<file path="src/rtl/net_rate_limiter.sv">
// Token-bucket flit limiter for a NIC transmit stream. Each accepted flit costs one token.
// The bucket refills every rlimit_period cycles. The output is a single registered slot.
module net_rate_limiter #(
  parameter int DATA_W = 64,
  parameter int KEEP_W = 8,
  parameter int CNT_W  = 8
) (
  input  logic              clock,
  input  logic              reset,
  input  logic              in_valid,
  output logic              in_ready,
  input  logic [DATA_W-1:0] in_data,
  input  logic [KEEP_W-1:0] in_keep,
  input  logic              in_last,
  output logic              out_valid,
  input  logic              out_ready,
  output logic [DATA_W-1:0] out_data,
  output logic [KEEP_W-1:0] out_keep,
  output logic              out_last,
  input  logic [CNT_W-1:0]  rlimit_inc,
  input  logic [CNT_W-1:0]  rlimit_period,
  input  logic [CNT_W-1:0]  rlimit_size,
  output logic [31:0]       pkt_count
);

  logic [CNT_W-1:0]  tok_q, tok_d;
  logic [CNT_W-1:0]  cyc_q, cyc_d;
  logic [CNT_W-1:0]  period_eff;
  logic [CNT_W:0]    tok_sum;
  logic              refill, acc, out_fire;

  logic              out_valid_q, out_valid_d;
  logic [DATA_W-1:0] out_data_q, out_data_d;
  logic [KEEP_W-1:0] out_keep_q, out_keep_d;
  logic              out_last_q, out_last_d;
  logic [31:0]       pkt_q, pkt_d;

  // A runtime period drop below the current count wraps on the next cycle via >=.
  always_comb begin
    period_eff = (rlimit_period == '0) ? CNT_W'(1) : rlimit_period;
    refill     = (cyc_q >= period_eff - CNT_W'(1));
    cyc_d      = refill ? '0 : cyc_q + CNT_W'(1);
  end

  always_comb begin
    in_ready = !reset && (tok_q != '0) && (rlimit_size != '0) && (!out_valid_q || out_ready);
    acc      = in_valid && in_ready;
    out_fire = out_valid_q && out_ready;
    // Consume, then add, then clamp, all one bit wider so nothing wraps.
    tok_sum  = {1'b0, tok_q} - {{CNT_W{1'b0}}, acc} + (refill ? {1'b0, rlimit_inc} : '0);
    tok_d    = (tok_sum > {1'b0, rlimit_size}) ? rlimit_size : tok_sum[CNT_W-1:0];
  end

  always_comb begin
    out_valid_d = out_valid_q;
    out_data_d  = out_data_q;
    out_keep_d  = out_keep_q;
    out_last_d  = out_last_q;
    pkt_d       = pkt_q;
    if (out_fire && out_last_q) pkt_d = pkt_q + 32'd1;
    if (acc) begin
      out_valid_d = 1'b1;
      out_data_d  = in_data;
      out_keep_d  = in_keep;
      out_last_d  = in_last;
    end else if (out_fire) begin
      out_valid_d = 1'b0;
    end
  end

  always_ff @(posedge clock) begin
    if (reset) begin
      tok_q       <= '0;
      cyc_q       <= '0;
      out_valid_q <= 1'b0;
      out_data_q  <= '0;
      out_keep_q  <= '0;
      out_last_q  <= 1'b0;
      pkt_q       <= '0;
    end else begin
      tok_q       <= tok_d;
      cyc_q       <= cyc_d;
      out_valid_q <= out_valid_d;
      out_data_q  <= out_data_d;
      out_keep_q  <= out_keep_d;
      out_last_q  <= out_last_d;
      pkt_q       <= pkt_d;
    end
  end

  assign out_valid = out_valid_q;
  assign out_data  = out_data_q;
  assign out_keep  = out_keep_q;
  assign out_last  = out_last_q;
  assign pkt_count = pkt_q;

endmodule
</file>
<file path="config.mk">
export PLATFORM = sky130hd
export DESIGN_NAME = net_rate_limiter
export DESIGN_NICKNAME = d
export VERILOG_FILES = /design/src/rtl/net_rate_limiter.sv
export SDC_FILE = /design/constraint.sdc
export NUM_CORES = 1
export LEC_CHECK = 0
export CORE_AREA = 2 2 150 94
export DETAILED_ROUTE_END_ITERATION = 16
export DIE_AREA = 0 0 152 96
export GPL_ROUTABILITY_DRIVEN = 0
export PLACE_DENSITY_LB_ADDON = 0.1
export SLEW_MARGIN = 30
export SYNTH_ARGS = -nofsm -noshare
export SYNTH_HDL_FRONTEND = slang
export SYNTH_SLANG_ARGS = --single-unit
</file>
<file path="constraint.sdc">
create_clock -name clock -period 10.5 [get_ports clock]
set_clock_uncertainty 0.05 [all_clocks]
set_input_delay 1.575 -clock clock [delete_from_list [all_inputs] [get_ports clock]]
set_output_delay 1.575 -clock clock [all_outputs]
set_load 0.01 [all_outputs]
</file>
# Yosys cells after proc, flatten, opt, wreduce, memory -nomap -nowiden
# Index checks and enable logic that the tools add are counted.
# Widths: inputs -> output; s select.
[totals] input_bits=101 wordCells=33 out_inout_bits=107 register_bits=122
[op_classes] mux=5 magnitude_cmp=2 n_addsub=5 reduce_logical=14
[op_table] op="$add 32x1->32 const B" count=1
[op_table] op="$mux 8" count=3
[op_table] op="$reduce_bool 8->1" count=2
[op_table] op="$add 9x8->9" count=1
[op_table] op="$gt 9x8->1" count=1
[op_table] op="$sub 8x1->9" count=1
[op_table] op="$add 8x1->8 const B" count=1
[op_table] op="$ge 8x8->1" count=1
[op_table] op="$logic_not 8->1" count=1
[op_table] op="$sub 8x1->8 const B" count=1
[op_table] op="$logic_and 1x1->1" count=6
[op_table] op="$logic_not 1->1" count=2
[op_table] op="$mux 1" count=2
[op_table] op="$reduce_bool 2->1" count=1
[op_table] op="$reduce_or 2->1" count=1
[op_table] op="$logic_or 1x1->1" count=1

# Longest topological paths before layout
# Gate-level depths: netlist of run 1.
[depth] ltp_word=9 ltp_mapped=27 mapped_depth_nobuf=26

# Least setup slack after synthesis of run 1
# Ideal clock, no wire load.
[synth_timing] path_type="input-to-reg" startpoint="input port rlimit_period[2]" endpoint="register tok_q[7]" setup_time_ns=0.121 required_time_ns=10.329 stages=26 n_path_buf=1 path_slack_ns=2.751 arrival_time_ns=7.578 path_cell_list="or4_1 > or3_1 > nor2_1 > nor2_1 > ha_1 > inv_1 > nor2_1 > xnor2_1 > ha_1 > nand4_1 > or3_1 > a31oi_1 > clkbuf_1 > nand2_1 > ha_1 > inv_1 > ha_1 > nor3b_1 > a311o_1 > or3b_2 > ha_1 > a211o_1 > a211oi_1 > o221ai_1 > a22oi_4 > mux2_2"
[synth_via] elab_chain_len=8
[synth_rtl] element="start, declared" line_no="21" rtl="input logic [CNT_W-1:0] rlimit_period,"
[synth_rtl] element="$logic_not 8->1" line_no="40" rtl="period_eff = (rlimit_period == '0) ? CNT_W'(1) : rlimit_period;"
[synth_rtl] element="$mux 8 *" line_no="40"
[synth_rtl] element="$sub 8x1->8 *" line_no="41" rtl="refill = (cyc_q >= period_eff - CNT_W'(1));"
[synth_rtl] element="$ge 8x8->1 *" line_no="41"
[synth_rtl] element="$mux 8 *" line_no="50" rtl="tok_sum = {1'b0, tok_q} - {{CNT_W{1'b0}}, acc} + (refill ? {1'b0, rlimit_inc} : '0);"
[synth_rtl] element="$add 9x8->9 *" line_no="50"
[synth_rtl] element="$gt 9x8->1" line_no="51" rtl="tok_d = (tok_sum > {1'b0, rlimit_size}) ? rlimit_size : tok_sum[CNT_W-1:0];"
[synth_rtl] element="$mux 8 *" line_no="51"
[synth_rtl] element="end signal, assigned" line_no="81" rtl="tok_q <= tok_d;"
[synth_rtl] element="end, declared" line_no="26" rtl="logic [CNT_W-1:0] tok_q, tok_d;"
# Mark *: on every way between the ends. The rest lies on a longest branch, timed or not.
# A chain may end at the register's enable or synchronous reset.

# Worst setup path in the final report of run 1
# Ends and elaborated chain as after synthesis.

==> impl_metrics.toml, run 1 <==
[run_status]
status = "completed"

[power]
p_leak_uw = 0.00378
total_power_uw = 1790
worst_ir_drop_vdd_uv = 119
power_density_mw_per_mm2 = 207

[finish]
drive_above_1_share = 0.0527
final_cells = 1029
num_antenna_cells = 0
final_util = 0.651
area_delta_synth_final_pct = 48.6
final_nets = 978

[setup_path]
critPathRequiredTime_ns = 10.73
reg2reg_from = "cyc_q[0]"
cp.arrival_ns = 8.29
crit_top_cell = "ha_1"
worstPathMaxFanout = 16
cp-start-kind = "input pin"
cp_slowest_cell = "or4_1"
crit_start = "rlimit_period[2]"
worst-setup-path-type = "in -> reg"
critPathMaxStageDelay_ns = 0.57
end_kind = "flop"

[sta]
fmax_mhz = 124
worst_pin_slew_ns = 0.871
grt_setup_unrepaired = "no"
hold_viol_final = 0
slew_violations = 0
timing.final.crit_period_ns = 8.06
setup_viol = 0
slew_headroom = 0.419
timing.setup.tns_ns = 0
holdWs_ns = 0.436
period_share = 0.768

[clocking]
insertion_delay_ns = 0.41
cts.sinks = 122
cts_tree = "built"
hold_buffers = 0
postCtsResizedCells = 0
path_clk_slew_ns = 0.06
cts.path.max_buffers = 2
root_buffer = "clkbuf_16"
postCtsSetupRepairBufs = 0
h-tree-depth = 4
cts_made_buffers = 17

[yosys]
ys_seq_elements = 122
async_flop_share = 0
syn_nets = 772
syn_inst = 635
synth_warnings = 0
yosysSeqAreaShare = 0.420
synth-edff-count = 0
synth_flop_cell = "dfxtp_1"
avgSynthCellArea_um2 = 9.15
synth.distinct_cells = 46
synth_area_mm2 = 0.00581

[die]
num_rows = 33
initial_core_util = 0.438
fp.dieH_um = 96
die_w_um = 152
coreArea_mm2 = 0.0133
die_area_mm2 = 0.0146
io_pins = 208

[global_routing]
grt_max_degree = 87
grt_pass1_vias = 5200
antenna_found_initial = 0
grt_overflow = 0
grt.total_usage = 0.217
grt_pass1_wl_um = 25400

[hold_path]
hold_start = "pkt_count[31]"
hold_class = "reg -> reg"

[routing]
drtAntennaViolNets = 0
wirelength_um = 15900
vias = 5172
avgViaCountPerCell = 5.03
drc = 0
drt_iter0_drc = 281
routedWlPerCell_um = 15.5
drt-pass1-iter-count = 5

[flow_run]
drv_cap = 0

[placed_design]
io_buffers = 207
dp_hpwl_um = 11700
numPlacedInstances = 997
-- state kept, by name, indices dropped and copies added, names as in the netlist --
name / flops
out_data: 64
pkt_count: 32
cyc_q: 8
out_keep: 8
tok_q: 8
out_last: 1
out_valid: 1
-- power breakdown --
part / switching, uW / internal [uW]
combinational: 345 / 320
clock: 230 / 361
sequential: 25.5 / 505
total: 601 / 1190
-- cell type report --
cell class,instances,area [um^2]
fillers,1094,4620
multi-input cells,449,3120
clock inverters,14,160
flip-flops and latches,122,2440
repair buffers,212,2110
inverters,39,146
clock buffers,18,439
well taps,175,219
-- synth_stat cells (all sizes together), types with 2 or more instances --
library cell  number  share of area
dfxtp            122           0.42
xnor2             12          0.018
and4               2         0.0030
clkbuf            15         0.0097
buf               10         0.0082
o211ai             3         0.0039
and3              11          0.012
nor3              13          0.011
a21oi             16          0.014
xor2              25          0.038
nor2b              3         0.0032
mux2i             82           0.14
and2               2         0.0022
nand3             13          0.011
nand2b            17          0.018
nand2             23          0.015
or3                9         0.0097
or4                2         0.0026
nor4               9          0.012
nor4b              2         0.0030
ha                35          0.075
a21o               2         0.0026
a211oi             4         0.0060
o21ai             15          0.013
nand4             19          0.022
nor2             115          0.074
inv               39          0.025
nor3b              3         0.0039
-- logic make-up (layout without fill, tap and decap cells) --
family,Yosys count,after routing,synth area share
mux,83,83,0.143
xor+xnor,37,37,0.0558
fa+ha+maj,36,36,0.0788
buf+inv,64,283,0.0431
flops,122,122,0.420
simple gates,245,245,0.206
compound gates,48,48,0.0523
-- path summary, 6_finish.rpt --
path / cells past startpoint / end / slack [ns]
worst min register to register: 2 / pkt_count[31] / 0.44
worst max register to register: 21 / tok_q[7] / 5.17
worst max-delay path: 28 / tok_q[7] / 2.44
worst min-delay path: 2 / pkt_count[31] / 0.44
-- layout by cell type (no fill, tap or decap), types with 2 or more instances in the layout --
cell,Yosys,routed
clkdlybuf4s50_1,0,206
dfxtp_1,122,122
nor2_1,115,115
mux2i_1,82,82
inv_1,39,39
ha_1,35,35
xor2_1,25,25
nand2_1,23,23
nand4_1,18,18
nand2b_1,17,17
clkbuf_16,0,17
a21oi_1,16,16
o21ai_0,14,14
nor3_1,13,13
nand3_1,13,13
xnor2_1,12,12
and3_1,10,10
or3_1,9,9
nor4_1,8,8
buf_4,0,6
inv_6,0,5
nor2b_1,3,3
nor3b_1,3,3
a211oi_1,3,3
o211ai_1,3,3
clkinvlp_4,0,3
a21o_1,2,2
or4_1,2,2
nor4b_1,2,2
and4_1,2,2
and2_1,2,2
bufinv_16,0,2
clkinv_4,0,2
-- routing by layer --
metal | track usage | vias to the layer above | routed length [um] | part of all wire
met5 | 0 | - | 0 | 0
met3 | 0.0833 | 8 | 1230 | 0.077
li1 | - | 2593 | - | -
met4 | 0.0498 | 0 | 88 | 0.0055
met2 | 0.356 | 168 | 7200 | 0.45
met1 | 0.273 | 2403 | 7390 | 0.46
-- per-stage QoR --
| step | cell area [um^2] | setup slack [ns] |
|---|---|---|
| 3_5_place_dp | 8030 | 2.07 |
| 2_1_floorplan | 5810 | 2.75 |
| 5_1_grt | 8630 | 1.98 |
| 6_report | 8630 | 2.44 |
| 3_3_place_gp | 8030 | 2.33 |
| 4_1_cts | 8630 | 2.49 |
-- critical path: cells and delay by family --
kind	cells	cell delay [ns]
AND/OR/NAND/NOR	10	2.07
multiplexers	1	0.39
XOR/XNOR	1	0.12
AO/OA/AOI/OAI	6	1.51
adder cells (fa/ha/maj)	6	1.82
buffers and inverters	4	0.81
(Power assumes the default switching activity.)
==> run 2, diff against run 1 <==
==> constraint.sdc (replaced) <==
create_clock -name clock -period 8 [get_ports clock]
set_clock_uncertainty 0.05 [all_clocks]
set_input_delay 1.2 -clock clock [delete_from_list [all_inputs] [get_ports clock]]
set_output_delay 1.2 -clock clock [all_outputs]
set_load 0.01 [all_outputs]
==> impl_metrics.toml, run 2 (synthesized netlist as in run 1, its figures left out) <==
[flow_run]
drv_cap = 0

[finish]
final_util = 0.657
layout_commonest_cell = "clkdlybuf4s50_1"
largest_reg_flops = 64
num_antenna_cells = 0
fillers = 1051
layout_common_cells = "clkdlybuf4s50_1, dfxtp_1, nor2_1, mux2i_1, inv_1"
final_nets = 979
area_delta_synth_final_pct = 50.0
drive_above_1_share = 0.0526

[clocking]
hold_buffers = 0
root_buffer = "clkbuf_16"
cts.path.max_buffers = 2
insertion_delay_ns = 0.40
path_clk_slew_ns = 0.06
h-tree-depth = 4
postCtsResizedCells = 0
postCtsSetupRepairBufs = 0
cts_tree = "built"
cts.sinks = 122
cts_made_buffers = 17

[setup_path]
reg2reg_from = "cyc_q[0]"
cp.arrival_ns = 7.73
worstPathMaxFanout = 16
end_kind = "flop"
reg2reg_slack_ns = 2.87
worst-setup-path-type = "in -> reg"
r2r_cells = 21
reg2reg_to = "tok_q[2]"
critPathRequiredTime_ns = 8.27
cp-start-kind = "input pin"

[sta]
timing.final.crit_period_ns = 7.46
hold_viol_final = 0
slew_headroom = 0.430
worst_pin_slew_ns = 0.854
fmax_mhz = 134
grt_setup_unrepaired = "no"
setup_viol = 0
timing.setup.tns_ns = 0
period_share = 0.933
slew_violations = 0

[placed_design]
io_buffers = 207
dp_hpwl_um = 11700

[power]
p_leak_uw = 0.00382
power_density_mw_per_mm2 = 282
worst_ir_drop_vdd_uv = 132

[global_routing]
grt.total_usage = 0.219
grt_pass1_wl_um = 25600
grt_pass1_vias = 5169
grt_max_degree = 109
grt_overflow = 0
antenna_found_initial = 0

[routing]
met1_length_um = 7370
wl_met2_um = 7090
drt-pass1-iter-count = 5
routedWlPerCell_um = 15.4
vias = 5196
wirelength_um = 15900
drtAntennaViolNets = 0
highest_layer = "met4"
drt_iter0_drc = 243
drc = 0
met3_length_um = 1300
avgViaCountPerCell = 5.04

[die]
coreArea_mm2 = 0.0133
die_w_um = 152
num_rows = 33
initial_core_util = 0.438
die_area_mm2 = 0.0146
io_pins = 208
fp.dieH_um = 96

[hold_path]
hold_start = "pkt_count[31]"
hold_class = "reg -> reg"
hold-path-endpoint = "pkt_count[31]"
hold_path_depth = 2

[run_status]
status = "completed"
## run 2: cell types whose count changed in the layout (fill, tap and decap cells not counted), sizes merged
cell / previous run / this run
buf: 6 / 7
bufinv: 2 / 5
clkbuf: 18 / 20
clkinv: 3 / 4
clkinvlp: 3 / 1
inv: 45 / 41
## run 2: worst max path at each step
stage | start | endpoint | cells after the start
after floorplan | rlimit_period[2] | tok_q[7] | 26
final | rlimit_period[2] | tok_q[2] | 28
after detailed placement | rlimit_period[2] | tok_q[2] | 29
after global placement | rlimit_period[2] | tok_q[7] | 27
after global routing | rlimit_period[2] | tok_q[2] | 28
after CTS | rlimit_period[2] | tok_q[2] | 29
## run 2: worst max-delay path, cell delays in order
cell and delay [ns]:
clkdlybuf4s50_1 0.48, or4_1 0.57, or3_1 0.34, nor2_1 0.14
nor2_1 0.08, ha_1 0.22, inv_1 0.06, nor2_1 0.04
xnor2_1 0.12, ha_1 0.29, nand4_1 0.09, or3_1 0.37
a31oi_1 0.13, buf_4 0.22, nand2_1 0.08, ha_1 0.27
inv_1 0.04, ha_1 0.39, nor3b_1 0.18, a311o_1 0.31
or3b_2 0.50, ha_1 0.21, a211o_1 0.32, a211oi_1 0.21
o221ai_1 0.21, a22oi_4 0.18, buf_4 0.21, mux2i_1 0.25
## run 2: cell type report
cell class                 count  area (um^2)  share of cell area
tap                          175          219              0.0251
multi-input combinational    449         3120               0.358
clock inverter                12          213              0.0244
clock buffer                  20          457              0.0524
sequential                   122         2440               0.280
timing repair buffer         213         2120               0.243
inverter                      39          146              0.0168
## run 2: layer usage
metal / up-vias / global-route usage
met5: - / 0
met4: 0 / 0.0639
met3: 13 / 0.0797
met2: 187 / 0.351
met1: 2397 / 0.281
li1: 2599 / -
## run 2: stage by stage
step | power [uW] | std cells | hold slack (ns) | cell area [um^2] | setup slack, ns
floorplan | 1310 | 635 | 0.441 | 5810 | 0.626
global placement | 1560 | 998 | 0.423 | 8040 | 0.442
detailed placement | 1590 | 998 | 0.433 | 8040 | 0.102
CTS | 2470 | 1030 | 0.445 | 8710 | 0.531
global route | 2600 | 1030 | 0.468 | 8710 | 0.179
finish | 2460 | 1030 | 0.440 | 8710 | 0.535
## run 2: report_power, final
part           internal (uW)  switching (uW)
clock                    575             298
sequential               663            33.6
combinational            430             459
total                   1670             790
==> run 3, diff against run 2 <==
--- a/config.mk
+++ b/config.mk
@@ -5,9 +5,9 @@
 export SDC_FILE = /design/constraint.sdc
 export NUM_CORES = 1
 export LEC_CHECK = 0
-export CORE_AREA = 2 2 150 94
+export CORE_AREA = 2 2 117 119
 export DETAILED_ROUTE_END_ITERATION = 16
-export DIE_AREA = 0 0 152 96
+export DIE_AREA = 0 0 119 121
 export GPL_ROUTABILITY_DRIVEN = 0
 export PLACE_DENSITY_LB_ADDON = 0.1
 export SLEW_MARGIN = 30
==> constraint.sdc (replaced) <==
create_clock -name clock -period 8.7 [get_ports clock]
set_clock_uncertainty 0.05 [all_clocks]
set_input_delay 1.305 -clock clock [delete_from_list [all_inputs] [get_ports clock]]
set_output_delay 1.305 -clock clock [all_outputs]
set_load 0.01 [all_outputs]
==> impl_metrics.toml, run 3 (synthesized netlist as in run 1, its figures left out) <==
[setup_path]
critPathMaxStageDelay_ns = 0.64
worstPathMaxFanout = 8
worst-setup-path-type = "in -> reg"
cp_slowest_cell = "a31oi_1"
cp-start-kind = "input pin"
critPathRequiredTime_ns = 8.95
end_kind = "flop"
cp.arrival_ns = 8.33
reg2reg_slack_ns = 3.07
crit_top_cell = "ha_1"

[run_status]
status = "completed"

[die]
initial_core_util = 0.444
die_w_um = 119
num_rows = 42
coreArea_mm2 = 0.0131
io_pins = 208
fp.dieH_um = 121
die_area_mm2 = 0.0144

[clocking]
hold_buffers = 0
root_buffer = "clkbuf_16"
cts_made_buffers = 17
cts.path.max_buffers = 2
h-tree-depth = 4
path_clk_slew_ns = 0.05
postCtsResizedCells = 0
cts_tree = "built"
postCtsSetupRepairBufs = 0
cts.sinks = 122
insertion_delay_ns = 0.41

[routing]
drc = 0
drt-pass1-iter-count = 4
avgViaCountPerCell = 5.07
drtAntennaViolNets = 0
drt_iter0_drc = 277
routedWlPerCell_um = 15.2
wirelength_um = 15600
vias = 5216

[finish]
final_cells = 1029
layout_commonest_cell = "clkdlybuf4s50_1"
drive_above_1_share = 0.0481
area_delta_synth_final_pct = 48.8
largest_reg_flops = 64
layout_common_cells = "clkdlybuf4s50_1, dfxtp_1, nor2_1, mux2i_1, inv_1"
multi_input_area_mm2 = 0.00312
num_antenna_cells = 0
fillers = 1104
final_nets = 978
regArea_mm2 = 0.00244
final_area_mm2 = 0.00865

[global_routing]
grt.total_usage = 0.217
grt_pass1_wl_um = 24800
antenna_found_initial = 1
grt_overflow = 0
grt_max_degree = 90
grt_pass1_vias = 5179

[sta]
worst_pin_slew_ns = 0.934
fmax_mhz = 124
hold_viol_final = 0
timing.final.crit_period_ns = 8.08
slew_headroom = 0.377
timing.setup.tns_ns = 0
grt_setup_unrepaired = "no"
setup_viol = 0
slew_violations = 0
holdWs_ns = 0.446
period_share = 0.929

[placed_design]
io_buffers = 207
dp_hpwl_um = 11600
post_dp_cell_area_mm2 = 0.00803
numPlacedInstances = 998

[hold_path]
hold_class = "reg -> reg"

[power]
p_leak_uw = 0.00379
worst_ir_drop_vdd_uv = 139
power_density_mw_per_mm2 = 250

[flow_run]
drv_cap = 0
-- run 3: cell count changes in the layout (fill, tap and decap cells not counted), moves of 2 or more --
| cell | change |
|---|---|
| clkinv_4 | -4 |
| clkbuf_8 | +3 |
| bufinv_16 | -2 |
| clkbuf_1 | +2 |
| clkinv_2 | +2 |
-- run 3: path summary, 6_finish.rpt --
check                                      start  depth (start not counted)      endpoint
worst max register to register          cyc_q[0]                         20      tok_q[7]
worst min register to register      out_data[10]                          2  out_data[10]
worst max-delay path            rlimit_period[2]                         27      tok_q[7]
worst min-delay path                out_data[10]                          2  out_data[10]
-- run 3: critical path, delay by kind of cell --
kind	cells	cell delay, ns
compound gates	6	2.09
simple gates	10	2.07
fa+ha+maj	6	1.79
buf+inv	3	0.58
mux	1	0.38
xor+xnor	1	0.12
-- run 3: metal layers --
layer,track usage,vias up,wire (um),share of wire
li1,-,2593,-,-
met1,0.234,2421,6080,0.39
met2,0.378,175,7890,0.51
met3,0.0926,25,1350,0.086
met4,0.0804,2,275,0.018
met5,0,-,7,0.00045
-- run 3: final cells by class --
type	count	area share
inverter	39	0.0169
tap	176	0.0255
timing repair buffer	212	0.244
sequential	122	0.282
clock buffer	25	0.0585
clock inverter	6	0.0126
multi-input combinational	449	0.360
-- run 3: power breakdown --
part | switching (uW) | leakage, uW | total (uW) | internal (uW)
Combinational | 408 | 0.00250 | 794 | 385
Sequential | 30.4 | 0.000994 | 640 | 610
Clock | 240 | 0.000304 | 727 | 487
-- run 3: metrics by stage --
stage / total power, uW / setup slack (ns) / util
after floorplan: 1200 / 1.22 / -
after global placement: 1410 / 0.554 / 0.614
after detailed placement: 1440 / 0.284 / 0.614
after CTS: 2170 / 0.678 / 0.661
after global routing: 2290 / 0.213 / 0.661
final: 2160 / 0.616 / 0.661
